$ cat src/rtl/hp_manager_param_if.sv
// Round handshake and HP/result status bundle between the win/lose judge,
// the HP manager and the result/display logic.
interface hp_manager_param_if #(
  parameter int HP_W  = 4,
  parameter int DB_W  = 36,
  parameter int CNT_W = 8
);
  logic             ROUND_VALID;
  logic [1:0]       ROUND_RES;
  logic [DB_W-1:0]  DB_IN;
  logic             RESTART;
  logic [HP_W-1:0]  MY_HP;
  logic [HP_W-1:0]  ENEMY_HP;
  logic [1:0]       RESULT;
  logic             GAME_OVER;
  logic             ROUND_BUSY;
  logic             ROUND_ACK;
  logic [CNT_W-1:0] ROUNDS;

  modport master (
    output ROUND_VALID, ROUND_RES, DB_IN, RESTART,
    input  MY_HP, ENEMY_HP, RESULT, GAME_OVER, ROUND_BUSY, ROUND_ACK, ROUNDS
  );

  modport slave (
    input  ROUND_VALID, ROUND_RES, DB_IN, RESTART,
    output MY_HP, ENEMY_HP, RESULT, GAME_OVER, ROUND_BUSY, ROUND_ACK, ROUNDS
  );
endinterface

$ cat src/rtl/hp_manager_param.sv
// Parametrised hit-point manager: applies per-round damage taken from the
// problem word's level field and latches the match outcome until restart.
//
//   state | meaning
//   PLAY  | idle, waiting for a round verdict
//   APPLY | subtract latched damage from the loser(s), pulse ACK
//   CHECK | evaluate HP for a knock-out
//   OVER  | outcome held until RESTART or RST
module hp_manager_param #(
  parameter int HP_W     = 4,
  parameter int HP_INIT  = 10,
  parameter int DB_W     = 36,
  parameter int LVL_MSB  = 35,
  parameter int LVL_LSB  = 34,
  parameter int MIN_DMG  = 1,
  parameter int DRAW_DMG = 0,
  parameter int CNT_W    = 8
) (
  input  logic CLK,
  input  logic RST,
  hp_manager_param_if.slave bus
);
  localparam int LVL_W = LVL_MSB - LVL_LSB + 1;

  localparam logic [1:0] RES_NONE  = 2'b00;
  localparam logic [1:0] RES_SELF  = 2'b01;
  localparam logic [1:0] RES_OPP   = 2'b10;
  localparam logic [1:0] RES_DRAW  = 2'b11;

  localparam logic [HP_W-1:0] HP_RELOAD = HP_W'(HP_INIT);
  localparam logic [HP_W-1:0] DMG_MIN   = HP_W'(MIN_DMG);
  localparam logic            DRAW_HITS = (DRAW_DMG != 0);

  typedef enum logic [1:0] {PLAY, APPLY, CHECK, OVER} state_t;

  state_t           state;
  logic [HP_W-1:0]  my_hp;
  logic [HP_W-1:0]  enemy_hp;
  logic [HP_W-1:0]  dmg_q;
  logic [1:0]       res_q;
  logic [1:0]       result;
  logic             game_over;
  logic             round_busy;
  logic             round_ack;
  logic [CNT_W-1:0] rounds;

  logic [LVL_W-1:0] lvl_field;
  logic [HP_W-1:0]  dmg_in;
  logic             accept;
  logic             hit_enemy;
  logic             hit_me;
  logic             my_zero;
  logic             enemy_zero;

  function automatic logic [HP_W-1:0] sat_sub(input logic [HP_W-1:0] hp,
                                               input logic [HP_W-1:0] dmg);
    return (hp <= dmg) ? '0 : hp - dmg;
  endfunction

  assign lvl_field = bus.DB_IN[LVL_MSB:LVL_LSB];

  // Level 0 problems still cost something so a round is never free.
  always_comb begin
    dmg_in = HP_W'(lvl_field);
    if (lvl_field == '0) begin
      dmg_in = DMG_MIN;
    end
  end

  // A draw is only a real round when draws deal damage; otherwise it is
  // treated exactly like "no result".
  always_comb begin
    accept = 1'b0;
    if (bus.ROUND_VALID && (bus.ROUND_RES != RES_NONE)) begin
      accept = (bus.ROUND_RES != RES_DRAW) || DRAW_HITS;
    end
  end

  assign hit_enemy  = (res_q == RES_SELF) || ((res_q == RES_DRAW) && DRAW_HITS);
  assign hit_me     = (res_q == RES_OPP)  || ((res_q == RES_DRAW) && DRAW_HITS);
  assign my_zero    = (my_hp == '0);
  assign enemy_zero = (enemy_hp == '0);

  always_ff @(posedge CLK or posedge RST) begin
    if (RST) begin
      state      <= PLAY;
      my_hp      <= HP_RELOAD;
      enemy_hp   <= HP_RELOAD;
      dmg_q      <= '0;
      res_q      <= RES_NONE;
      result     <= RES_NONE;
      game_over  <= 1'b0;
      round_busy <= 1'b0;
      round_ack  <= 1'b0;
      rounds     <= '0;
    end else if (bus.RESTART) begin
      // Restart wins over everything, including a round in flight.
      state      <= PLAY;
      my_hp      <= HP_RELOAD;
      enemy_hp   <= HP_RELOAD;
      dmg_q      <= '0;
      res_q      <= RES_NONE;
      result     <= RES_NONE;
      game_over  <= 1'b0;
      round_busy <= 1'b0;
      round_ack  <= 1'b0;
      rounds     <= '0;
    end else begin
      round_ack <= 1'b0;
      case (state)
        PLAY: begin
          if (accept) begin
            res_q      <= bus.ROUND_RES;
            dmg_q      <= dmg_in;
            round_busy <= 1'b1;
            state      <= APPLY;
          end
        end
        APPLY: begin
          if (hit_enemy) begin
            enemy_hp <= sat_sub(enemy_hp, dmg_q);
          end
          if (hit_me) begin
            my_hp <= sat_sub(my_hp, dmg_q);
          end
          if (rounds != '1) begin
            rounds <= rounds + 1'b1;
          end
          round_ack <= 1'b1;
          state     <= CHECK;
        end
        CHECK: begin
          if (my_zero && enemy_zero) begin
            result <= RES_DRAW;
          end else if (enemy_zero) begin
            result <= RES_SELF;
          end else if (my_zero) begin
            result <= RES_OPP;
          end
          if (my_zero || enemy_zero) begin
            game_over <= 1'b1;
            state     <= OVER;
          end else begin
            round_busy <= 1'b0;
            state      <= PLAY;
          end
        end
        OVER: begin
          state <= OVER;
        end
        default: begin
          state      <= PLAY;
          round_busy <= 1'b0;
        end
      endcase
    end
  end

  assign bus.MY_HP      = my_hp;
  assign bus.ENEMY_HP   = enemy_hp;
  assign bus.RESULT     = result;
  assign bus.GAME_OVER  = game_over;
  assign bus.ROUND_BUSY = round_busy;
  assign bus.ROUND_ACK  = round_ack;
  assign bus.ROUNDS     = rounds;
endmodule

$ cat src/flat_wrapper.sv
// flat-port wrapper written by rule: the top's interface ports become plain ports
module hp_manager_param_flat 
#(
  parameter int HP_W     = 4,
  parameter int HP_INIT  = 10,
  parameter int DB_W     = 36,
  parameter int LVL_MSB  = 35,
  parameter int LVL_LSB  = 34,
  parameter int MIN_DMG  = 1,
  parameter int DRAW_DMG = 0,
  parameter int CNT_W    = 8
)
  (CLK, RST, bus_ROUND_VALID, bus_ROUND_RES, bus_DB_IN, bus_RESTART, bus_MY_HP, bus_ENEMY_HP, bus_RESULT, bus_GAME_OVER, bus_ROUND_BUSY, bus_ROUND_ACK, bus_ROUNDS);
  hp_manager_param_if #(.HP_W(HP_W), .DB_W(DB_W), .CNT_W(CNT_W)) bus_i ();
  input  logic CLK;
  input  logic RST;
  input wire logic [$bits(bus_i.ROUND_VALID)-1:0] bus_ROUND_VALID;
  input wire logic [$bits(bus_i.ROUND_RES)-1:0] bus_ROUND_RES;
  input wire logic [$bits(bus_i.DB_IN)-1:0] bus_DB_IN;
  input wire logic [$bits(bus_i.RESTART)-1:0] bus_RESTART;
  output wire logic [$bits(bus_i.MY_HP)-1:0] bus_MY_HP;
  output wire logic [$bits(bus_i.ENEMY_HP)-1:0] bus_ENEMY_HP;
  output wire logic [$bits(bus_i.RESULT)-1:0] bus_RESULT;
  output wire logic [$bits(bus_i.GAME_OVER)-1:0] bus_GAME_OVER;
  output wire logic [$bits(bus_i.ROUND_BUSY)-1:0] bus_ROUND_BUSY;
  output wire logic [$bits(bus_i.ROUND_ACK)-1:0] bus_ROUND_ACK;
  output wire logic [$bits(bus_i.ROUNDS)-1:0] bus_ROUNDS;
  assign bus_i.ROUND_VALID = bus_ROUND_VALID;
  assign bus_i.ROUND_RES = bus_ROUND_RES;
  assign bus_i.DB_IN = bus_DB_IN;
  assign bus_i.RESTART = bus_RESTART;
  assign bus_MY_HP = bus_i.MY_HP;
  assign bus_ENEMY_HP = bus_i.ENEMY_HP;
  assign bus_RESULT = bus_i.RESULT;
  assign bus_GAME_OVER = bus_i.GAME_OVER;
  assign bus_ROUND_BUSY = bus_i.ROUND_BUSY;
  assign bus_ROUND_ACK = bus_i.ROUND_ACK;
  assign bus_ROUNDS = bus_i.ROUNDS;
  hp_manager_param #(.HP_W(HP_W), .HP_INIT(HP_INIT), .DB_W(DB_W), .LVL_MSB(LVL_MSB), .LVL_LSB(LVL_LSB), .MIN_DMG(MIN_DMG), .DRAW_DMG(DRAW_DMG), .CNT_W(CNT_W)) u_core (.CLK(CLK), .RST(RST), .bus(bus_i));
endmodule
$ cat config.mk
export PLATFORM = sky130hd
export DESIGN_NAME = hp_manager_param_flat
export DESIGN_NICKNAME = d
export VERILOG_FILES = /design/src/rtl/hp_manager_param_if.sv /design/src/rtl/hp_manager_param.sv /design/src/flat_wrapper.sv
export SDC_FILE = /design/constraint.sdc
export NUM_CORES = 1
export LEC_CHECK = 0
export CORE_MARGIN = 10
export CORE_UTILIZATION = 42
export DETAILED_ROUTE_END_ITERATION = 7
export GPL_TIMING_DRIVEN = 0
export HOLD_SLACK_MARGIN = 0.03
export PLACE_DENSITY_LB_ADDON = 0.12
export RECOVER_POWER = 25
export SYNTH_ARGS = -nofsm -noshare
export SYNTH_HDL_FRONTEND = slang
export SYNTH_SLANG_ARGS = --single-unit
$ cat constraint.sdc
create_clock -name CLK -period 2 [get_ports CLK]
set_input_delay 0.3 -clock CLK [delete_from_list [all_inputs] [get_ports CLK]]
set_output_delay 0.3 -clock CLK [all_outputs]
set_load 0.02 [all_outputs]
==> qor.txt <==
Seq cells post-synth: 27
area of the multi-input gates: 722 um2
number of distinct library cells after synthesis: 38
crit path cell chain: clkdlybuf4s50_1
Sw Share: 26.4%
Core ar.: 3360 um2
final hold viol count: 0
fin crit period: 1890 ps
CP required: 1700 ps
worst hold path depth: 3
Worst-Margin Slew: 982 ps
Slew Viols, Final: 0
CP max stage cell: dfstp_2
largest family of logic cells by synthesized area: simple AND/OR/NAND/NOR gates
CP top delay family: flip-flops
final setup fails: 0
cells on worst reg2reg path: 6
status: finished, final reports clean
DP HPWL: 2510 um
worst hold path class: in2reg
xor and xnor area share after synthesis: 1.19%
PortBufs: 27
vias in the first global route: 1206
Power Dens Cells: 508 nW/um2
CP peak stage delay: 640 ps
Compound-Gate Fraction of Synth Area: 12.2%
sequential share of power: 60.7%
P_sw: 248 uW
Int Pwr: 693 uW
synth cell count leaders: dfrtp_1, nor2_1, a21oi_1, inv_1, nand2_1
total CTS buffers: 3
Sum Neg Setup Slack: 0 ps
Worst-path clk slew: 160 ps
Avg Cell Area, Syn: 9.97 um2
H-tree Lvls: 1
clk sinks: 27
hold buffer count at CTS: 0
Logic pwr share: 13.6%
asr flop ratio synth: 100%
Slew HR: 34.5%
DIE WIDTH: 79.3 um
vias: 1191
Adder-Cell Fraction of Synth Area: 6.96%
Worst EP arrival: 1590 ps
critical path startpoint category: register
die area: 6280 um2
TritonRoute pass-1 iters: 4
static leakage: 0.000751 uW
Max VDD drop: 0.269 mV
vias per std cell: 5.25
Area Growth Syn to Fin: 25.4%
top cells by area, synth: dfrtp_1, dfstp_2, a21oi_1
antenna fix cells: 0
die extent in y: 79.3 um
pre-CTS setup slack: 143 ps
Tcrit/Tclk final: 94.7%
Worst path depth: 1
Achievable Freq: 0.528 GHz
GRT Residual Overflow: 0
ys flop type: dfrtp_1
first-pass GRT wire length: 5560 um
number of DRC markers in iteration 0: 88
Final nets: 231
number of flops mapped to enable cells by yosys: 0
DRC Markers: 0
Crit Path Category: reg2out
cell with the most instances after synthesis: dfrtp_1
worst skew pair latency: 330 ps
IO Count: 63
initial standard-cell utilization of the core: 43.9%
Cells after Synth: 148
Post-Route WL: 3290 um
Routed WL per cell: 14.5 um
setup ws final: 106 ps
sequential fraction of the synthesis area: 46.1%
Clock Skew: 15.1 ps
CTS tree: done
Clock power frac: 25.7%
CTS root buffer: clkbuf_4
remaining antenna violation count after routing: 0
final RePlAce weighted congestion: 0.853
Max clock buf depth: 2
share of cells above drive strength 1: 11.6%
overall routing resource usage: 10.8%
fillers: 325
Setup crit end kind: output port
RSZ-0062 raised after global routing: no
max_cap viols: 0
syn_nets: 197
Netlist Area Pre-Place: 1480 um2
Buf+Inv Stages, Crit Path: 1
Yosys top cell by area: dfrtp_1
Rows: 21
post-synth top area share: 39.0%
yosys warns: 0
Worst Path Max Fanout: 6
post-synthesis mux area share: 4.07%
initial antenna violation count: 0
simple-gate share of the synthesized area: 24.3%
largest net degree at the start of global routing: 28
FF/Latch Area: 681 um2
-- layout make-up --
type,instances,share of cell area (%)
Sequential cell,27,36.8
Clock inverter,1,0.406
Tap cell,46,3.11
Inverter,12,2.43
Timing Repair Buffer,29,15.4
Multi-Input combinational cell,104,39.0
Clock buffer,3,1.22
Buffer,5,1.62
-- power by group through the flow --
| stage | clock, uW | sequential, uW | combinational [uW] |
|---|---|---|---|
| floorplan | 0 | 585 | 79.3 |
| global placement | 0 | 580 | 125 |
| detailed placement | 0 | 581 | 130 |
| CTS | 256 | 571 | 130 |
| global route | 277 | 572 | 143 |
| finish | 242 | 571 | 128 |
-- logic make-up (layout without fill, tap and decap cells) --
kind of cell    count (synthesis)  after routing
buf+inv                        17             50
xor+xnor                        2              2
fa+ha+maj                       7              7
mux                             6              6
simple gates                   59             59
compound gates                 30             30
flops                          27             27
-- path summary, 6_finish.rpt --
kind / end / slack, ps / from
min in group asynchronous: u_core.bus.ENEMY_HP[0] / 610 / RST
max in group asynchronous: u_core.bus.ROUNDS[3] / 780 / RST
hold reg to reg: u_core.bus.RESULT[1] / 540 / u_core.bus.RESULT[1]
setup reg to reg: u_core.bus.MY_HP[0] / 120 / u_core.bus.MY_HP[1]
setup / recovery: bus_ENEMY_HP[3] / 110 / u_core.bus.ENEMY_HP[3]
hold / removal: u_core.bus.ENEMY_HP[3] / 440 / bus_RESTART
-- registers in the layout, indices dropped and copies added, names as in the netlist --
| signal | count |
|---|---|
| u_core.bus.MY_HP | 4 |
| u_core.res_q | 2 |
| u_core.bus.ROUND_ACK | 1 |
| u_core.bus.ROUND_BUSY | 1 |
| u_core.state | 2 |
| u_core.bus.ENEMY_HP | 4 |
| u_core.bus.GAME_OVER | 1 |
| u_core.dmg_q | 2 |
| u_core.bus.RESULT | 2 |
| u_core.bus.ROUNDS | 8 |
-- per-layer routing --
| layer | vias up | GRT usage (%) | part of all wire [%] |
|---|---|---|---|
| li1 | 583 | - | - |
| met1 | 580 | 12.1 | 42 |
| met2 | 26 | 18.4 | 51 |
| met3 | 2 | 3.72 | 6.8 |
| met4 | 0 | 3.94 | 0.61 |
| met5 | - | 0 | 0 |
-- placed cells by master (no fill, tap or decap), types with 2 or more instances in the layout --
cell type	netlist	final
dfrtp_1	23	23
nand4bb_4	2	2
mux2i_1	6	6
a21oi_1	15	15
nor4_1	2	2
buf_4	1	3
nor2_1	19	19
or3_1	4	4
clkbuf_4	0	3
nor3_1	7	7
nand3_1	4	4
nor2b_1	3	3
o31ai_1	4	4
inv_1	12	12
clkbuf_1	1	2
or4_4	2	2
clkdlybuf4s50_1	0	26
nand2_1	9	9
ha_1	5	5
o21ai_0	4	4
dfstp_2	4	4
-- metrics by stage --
| stage | power [uW] | area (um2) | util [%] | hold slack [ps] | std cells |
|---|---|---|---|---|---|
| detailed placement | 711 | 1800 | 53.6 | 508 | 221 |
| global route | 992 | 1850 | 55.0 | 447 | 227 |
| finish | 941 | 1850 | 55.0 | 438 | 227 |
| floorplan | 664 | 1480 | - | 350 | 148 |
| global placement | 706 | 1800 | 53.6 | 501 | 221 |
| CTS | 957 | 1830 | 54.5 | 424 | 225 |
-- repair_timing --
item / CTS / global route
resized for setup: 0 / 1
hold endpoints to repair: 0 / 0
setup endpoints to repair: 0 / 1
setup buffers: 0 / 2
No activity file was read; power rests on OpenSTA's default activity.
